## config.mk

```make
export PLATFORM = sky130hd
export DESIGN_NAME = regfile_scoreboard_flat
export DESIGN_NICKNAME = d
export VERILOG_FILES = /design/src/rtl/regfile_scoreboard_if.sv /design/src/rtl/regfile_scoreboard.sv /design/src/flat_wrapper.sv
export SDC_FILE = /design/constraint.sdc
export NUM_CORES = 2
export LEC_CHECK = 0
export ABC_CLOCK_PERIOD_IN_PS = 6200
export BUFFER_PORTS_ARGS = -buffer_cell sky130_fd_sc_hd__buf_2
export CORE_ASPECT_RATIO = 1.75
export CORE_UTILIZATION = 25
export DETAILED_ROUTE_END_ITERATION = 8
export MAX_ROUTING_LAYER = met4
export SETUP_SLACK_MARGIN = 0.2
export SYNTH_ARGS = -nofsm -noshare
export SYNTH_HDL_FRONTEND = slang
export SYNTH_SLANG_ARGS = --single-unit
```

## constraint.sdc

```tcl
create_clock -name clk -period 6.2 [get_ports clk]
set_clock_uncertainty 0.1 [all_clocks]
set_input_delay 0 -clock clk [delete_from_list [all_inputs] [get_ports clk]]
set_output_delay 0 -clock clk [all_outputs]
set_load 0.005 [all_outputs]
```

## src/rtl/regfile_scoreboard_if.sv

```systemverilog
// regfile_scoreboard_if: read, writeback and reservation signals of the scoreboarded register file
interface regfile_scoreboard_if #(
    parameter int XLEN = 64,
    parameter int AW   = 5
);
    logic [AW-1:0]   read_reg1;
    logic [AW-1:0]   read_reg2;
    logic [XLEN-1:0] read_data1;
    logic [XLEN-1:0] read_data2;
    logic            busy1;
    logic            busy2;
    logic [AW-1:0]   write_reg;
    logic [XLEN-1:0] write_data;
    logic            reg_write_en;
    logic            issue_valid;
    logic [AW-1:0]   issue_rd;
    logic            issue_ready;
    logic [AW:0]     busy_count;

    modport master (
        output read_reg1, read_reg2, write_reg, write_data, reg_write_en, issue_valid, issue_rd,
        input  read_data1, read_data2, busy1, busy2, issue_ready, busy_count
    );

    modport slave (
        input  read_reg1, read_reg2, write_reg, write_data, reg_write_en, issue_valid, issue_rd,
        output read_data1, read_data2, busy1, busy2, issue_ready, busy_count
    );
endinterface

```

## src/rtl/regfile_scoreboard.sv

```systemverilog
// regfile_scoreboard: two-read one-write register file with per-register pending bits and WAW-blocking issue
module regfile_scoreboard #(
    parameter int XLEN   = 64,
    parameter int AW     = 5,
    parameter int BYPASS = 1
) (
    input logic clk,
    input logic rst,
    regfile_scoreboard_if.slave bus
);
    localparam int NREGS = 2 ** AW;

    logic [XLEN-1:0]  regs [NREGS];
    logic [NREGS-1:0] busy;
    logic [NREGS-1:0] busy_next;
    logic [NREGS-1:0] clr_mask;
    logic [NREGS-1:0] set_mask;
    logic [AW:0]      busy_count;
    logic [AW:0]      cnt_next;
    logic             wr;
    logic             fwd;
    logic             set;

    // A writeback in flight counts as already retired only when forwarding is enabled
    function automatic logic beff(input logic [AW-1:0] r);
        return busy[r] && !(fwd && bus.write_reg == r);
    endfunction

    assign wr  = bus.reg_write_en && bus.write_reg != '0;
    assign fwd = BYPASS != 0 && wr;
    assign set = bus.issue_valid && bus.issue_ready && bus.issue_rd != '0;

    assign bus.read_data1  = (fwd && bus.write_reg == bus.read_reg1) ? bus.write_data : regs[bus.read_reg1];
    assign bus.read_data2  = (fwd && bus.write_reg == bus.read_reg2) ? bus.write_data : regs[bus.read_reg2];
    assign bus.busy1       = beff(bus.read_reg1);
    assign bus.busy2       = beff(bus.read_reg2);
    assign bus.issue_ready = !beff(bus.issue_rd);
    assign bus.busy_count  = busy_count;

    // Next busy vector (set beats clear on the same register) and its population count
    always_comb begin
        clr_mask = '0;
        set_mask = '0;
        if (wr) clr_mask[bus.write_reg] = 1'b1;
        if (set) set_mask[bus.issue_rd] = 1'b1;
        busy_next = (busy & ~clr_mask) | set_mask;
        busy_next[0] = 1'b0;
        cnt_next = '0;
        for (int i = 0; i < NREGS; i++) cnt_next = cnt_next + {{AW{1'b0}}, busy_next[i]};
    end

    // Register storage, busy bits and registered count; register 0 is never written
    always_ff @(posedge clk) begin
        if (rst) begin
            for (int i = 0; i < NREGS; i++) regs[i] <= '0;
            busy       <= '0;
            busy_count <= '0;
        end else begin
            if (wr) regs[bus.write_reg] <= bus.write_data;
            busy       <= busy_next;
            busy_count <= cnt_next;
        end
    end
endmodule
```

## src/flat_wrapper.sv

```systemverilog
// flat-port wrapper written by rule: the top's interface ports become plain ports
module regfile_scoreboard_flat 
#(
    parameter int XLEN   = 64,
    parameter int AW     = 5,
    parameter int BYPASS = 1
)
  (clk, rst, bus_read_reg1, bus_read_reg2, bus_write_reg, bus_write_data, bus_reg_write_en, bus_issue_valid, bus_issue_rd, bus_read_data1, bus_read_data2, bus_busy1, bus_busy2, bus_issue_ready, bus_busy_count);
  regfile_scoreboard_if #(.XLEN(XLEN), .AW(AW)) bus_i ();
  input logic clk;
  input logic rst;
  input wire logic [$bits(bus_i.read_reg1)-1:0] bus_read_reg1;
  input wire logic [$bits(bus_i.read_reg2)-1:0] bus_read_reg2;
  input wire logic [$bits(bus_i.write_reg)-1:0] bus_write_reg;
  input wire logic [$bits(bus_i.write_data)-1:0] bus_write_data;
  input wire logic [$bits(bus_i.reg_write_en)-1:0] bus_reg_write_en;
  input wire logic [$bits(bus_i.issue_valid)-1:0] bus_issue_valid;
  input wire logic [$bits(bus_i.issue_rd)-1:0] bus_issue_rd;
  output wire logic [$bits(bus_i.read_data1)-1:0] bus_read_data1;
  output wire logic [$bits(bus_i.read_data2)-1:0] bus_read_data2;
  output wire logic [$bits(bus_i.busy1)-1:0] bus_busy1;
  output wire logic [$bits(bus_i.busy2)-1:0] bus_busy2;
  output wire logic [$bits(bus_i.issue_ready)-1:0] bus_issue_ready;
  output wire logic [$bits(bus_i.busy_count)-1:0] bus_busy_count;
  assign bus_i.read_reg1 = bus_read_reg1;
  assign bus_i.read_reg2 = bus_read_reg2;
  assign bus_i.write_reg = bus_write_reg;
  assign bus_i.write_data = bus_write_data;
  assign bus_i.reg_write_en = bus_reg_write_en;
  assign bus_i.issue_valid = bus_issue_valid;
  assign bus_i.issue_rd = bus_issue_rd;
  assign bus_read_data1 = bus_i.read_data1;
  assign bus_read_data2 = bus_i.read_data2;
  assign bus_busy1 = bus_i.busy1;
  assign bus_busy2 = bus_i.busy2;
  assign bus_issue_ready = bus_i.issue_ready;
  assign bus_busy_count = bus_i.busy_count;
  regfile_scoreboard #(.XLEN(XLEN), .AW(AW), .BYPASS(BYPASS)) u_core (.clk(clk), .rst(rst), .bus(bus_i));
endmodule
```

==> out/qor.yml <==
outcome: "complete, but fails checks"
violations: "negative hold slack"
pwr-share-seq_pct: 51.0
ir_worst_vdd_uv: 237
synth_area_um2: 112000
final_nets: 7120
switchingPower_w: 0.00846
core_area_um2: 447000
fin_crit_ns: 6.11
yosysUniqueCellTypes: 57
yosys_warnings: 0
ant_nets: 0
grt_use_total_pct: 18.9
max_slew.worst_pin.slew_ns: 1.29
regToRegStartpoint: "u_core.busy[16]"
firstDrtPassIters: 6
die_area_um2: 452000
maxCapViolations: 0
die_w_um: 508
io_buffers: 224
arrival_ns: 6.72
path_clk_slew_ns: 0.07
startpoint: "u_core.busy[16]"
grt_max_degree: 110
start_kind: "flip-flop"
drive_above_1_share_pct: 30.3
fin_crit_sh_pct: 98.5
p_sw_share_pct: 25.9
gp_congestion: 0.846
synth.area.mux_share_pct: 27.4
synth_edf_count: 2048
synthArstFlopShare_pct: 0
antenna_found_initial: 59
root_buffer: "clkbuf_16"
rows: 325
routed-via-count: 68400
path_max_fanout: 7
cts_tree: "built"
area_growth_pct: 14.3
power.density_nw_per_um2: 255
hold_viol_final: 2
synth-compound-area-share_pct: 1.27
die_h_um: 888
cpMostUsedCell: "fa_1"
dpl.hpwl_mm: 241
critPathKind: "reg2reg"
wl_per_cell_um: 32.2
io_pins: 225
clock_sinks: 2085
place_inst: 12600
drc: 0
synth_xor_area_share_pct: 0.141
syn_area_per_cell_um2: 16.2
synthAdderAreaFrac_pct: 0.511
path_cells: "mux2i_2, o22ai_2, a22oi_2, o211ai_1, a2bb2oi_4, buf_6, a2bb2oi_2, fa_1, inv_2, fa_1, fa_1, fa_1, fa_1, inv_2, fa_1, inv_2, ha_4, fa_2, a21o_1, a21oi_2, xor2_1, nor2_1"
rsz0062_at_grt: "true"
synthSimpleGateAreaFrac_pct: 12.4
pwr-share-comb_pct: 13.9
cts_buffer_depth: 4
p_leak_nw: 42.2
drt_iter0_drc: 8229
fin_cells: 13100
relSlewSlack_pct: 13.2
dp_slack_ns: -0.420
cpMaxStageDelayCell: "fa_1"
ys_seq_area_share_pct: 55.5
synth_cells: 6912
hp-class: "in2reg"
setup_tns_ns: 0
p_int_w: 0.0242
critical-path-max-stage-delay_ns: 0.58
avgViaCountPerCell: 5.23
first_global_vias: 72100
grt_pass1_wl_mm: 578
crit_path_end_kind: "flip-flop"
ys.flop_type: "edfxtp_1"
finalMaxSlewViolations: 0
final_area_um2: 128000
htree_num_levels: 4
synth_seq_cells: 2085
wirelength_mm: 421
postPlaceCellArea_um2: 121000
initial_core_util_pct: 25.1
insertion_delay_ns: 0.84
synth_top_family_by_area: "multiplexers"
setup_ws_ns: 0.0927
grt_remaining_overflow: 0
hold_ws_ns: -0.0478
maxClockFrequency_mhz: 164
setup_viol: 0
hold_path.startpoint: "bus_issue_rd[1]"
cts_buffers: 183
critical_path_required_ns: 6.81
p_clk_share_pct: 35.1
==> placed cells by master (no fill, tap or decap), types with 39 or more instances in the layout <==
cell	count
buf_12	69
dlygate4sd3_1	93
nand2_1	167
conb_1	64
clkinv_2	40
mux2i_1	143
buf_2	213
buf_4	207
o21ai_0	154
mux4_2	1298
clkbuf_16	187
edfxtp_1	2048
and2_1	1987
clkinv_1	39
diode_2	49
==> final timing paths <==
path / depth (start not counted) / slack (ns) / end
min: 8 / -0.05 / u_core.busy[22]
max reg2reg: 22 / 0.09 / u_core.bus.busy_count[4]
max: 22 / 0.09 / u_core.bus.busy_count[4]
min reg2reg: 3 / 0.52 / u_core.busy[5]
==> per-layer routing <==
layer | up-vias | global-route usage (%) | routed length (µm)
li1 | 26900 | - | -
met1 | 36300 | 19.9 | 140000
met2 | 4088 | 33.3 | 221000
met3 | 1181 | 2.57 | 32100
met4 | 0 | 11.7 | 28000
met5 | - | - | 0
==> flip-flops by register name, indices dropped and copies added (netlist names) <==
| register | count |
|---|---|
| u_core.regs | 2048 |
| u_core.bus.busy_count | 6 |
| u_core.busy | 31 |
==> power by group through the flow <==
| stage | Clock (W) | Sequential [W] | Combinational, W |
|---|---|---|---|
| 6_report | 0.0115 | 0.0166 | 0.00455 |
| 5_1_grt | 0.0119 | 0.0167 | 0.00473 |
| 4_1_cts | 0.0116 | 0.0166 | 0.00458 |
| 3_5_place_dp | 0 | 0.0169 | 0.00451 |
| 3_3_place_gp | 0 | 0.0168 | 0.00448 |
| 2_1_floorplan | 0 | 0.0168 | 0.00267 |
==> what timing repair did <==
item                                   in CTS  in global routing
resized for setup                          23                 16
setup buffers                               7                  2
endpoints found under the hold margin    2042                  0
hold buffers                               94                  0
setup endpoints to repair                   5                  5
pin swaps                                  11                  6
==> layout make-up <==
cell class / count / area [µm²]
Fill cell: 43900 / 319000
Sequential cell: 2085 / 62200
Multi-Input combinational cell: 4099 / 47600
Tap cell: 5886 / 7360
Timing Repair Buffer: 599 / 5170
Clock buffer: 219 / 4800
Clock inverter: 103 / 776
Inverter: 32 / 125
Antenna cell: 49 / 123
==> critical path: cells and delay by family (launching register included) <==
family / cells / cell delay, ns
AO/OA/AOI/OAI: 7 / 1.24
XOR/XNOR: 1 / 0.16
adder cells (fa/ha/maj): 8 / 3.58
buffers and inverters: 4 / 0.29
flip-flops: 1 / 0.33
multiplexers: 1 / 0.21
AND/OR/NAND/NOR: 1 / 0.05
==> stage by stage <==
stage                     power [W]  util, %
final                        0.0326     28.7
after global routing         0.0334     28.7
after CTS                    0.0328     28.6
after detailed placement     0.0215     27.2
after global placement       0.0213     27.2
after floorplan              0.0195        -
==> synth_stat cells, types with 7 or more instances <==
master,number,area (µm²)
a2bb2oi_1,9,78.8
buf_2,139,696
nor2_1,43,161
xor2_1,8,70.1
edfxtp_1,2048,61500
o21bai_1,9,67.6
o31ai_1,16,120
nand2b_1,24,150
buf_1,40,150
a31oi_1,7,43.8
o22ai_1,10,62.6
or3_1,9,56.3
and2_1,1987,12400
dfxtp_1,37,741
ha_1,9,113
nand2_1,167,627
nand3_1,16,80.1
nand3b_1,17,128
fa_1,23,460
clkbuf_1,575,2160
o21ai_0,161,806
or2_2,12,75.1
xnor2_1,10,87.6
mux4_2,1298,29200
nor2_2,7,43.8
mux2i_1,145,1450
inv_1,31,116
==> logic make-up (layout without fill, tap and decap cells) <==
logic type      after synthesis  after routing
fa+ha+maj                    32             32
other cells                   1            113
compound gates              237            237
xor+xnor                     18             18
flops                      2085           2085
buf+inv                     791            953
simple gates               2303           2303
mux                        1445           1445
Note: power is estimated with default switching activity, not from simulation.
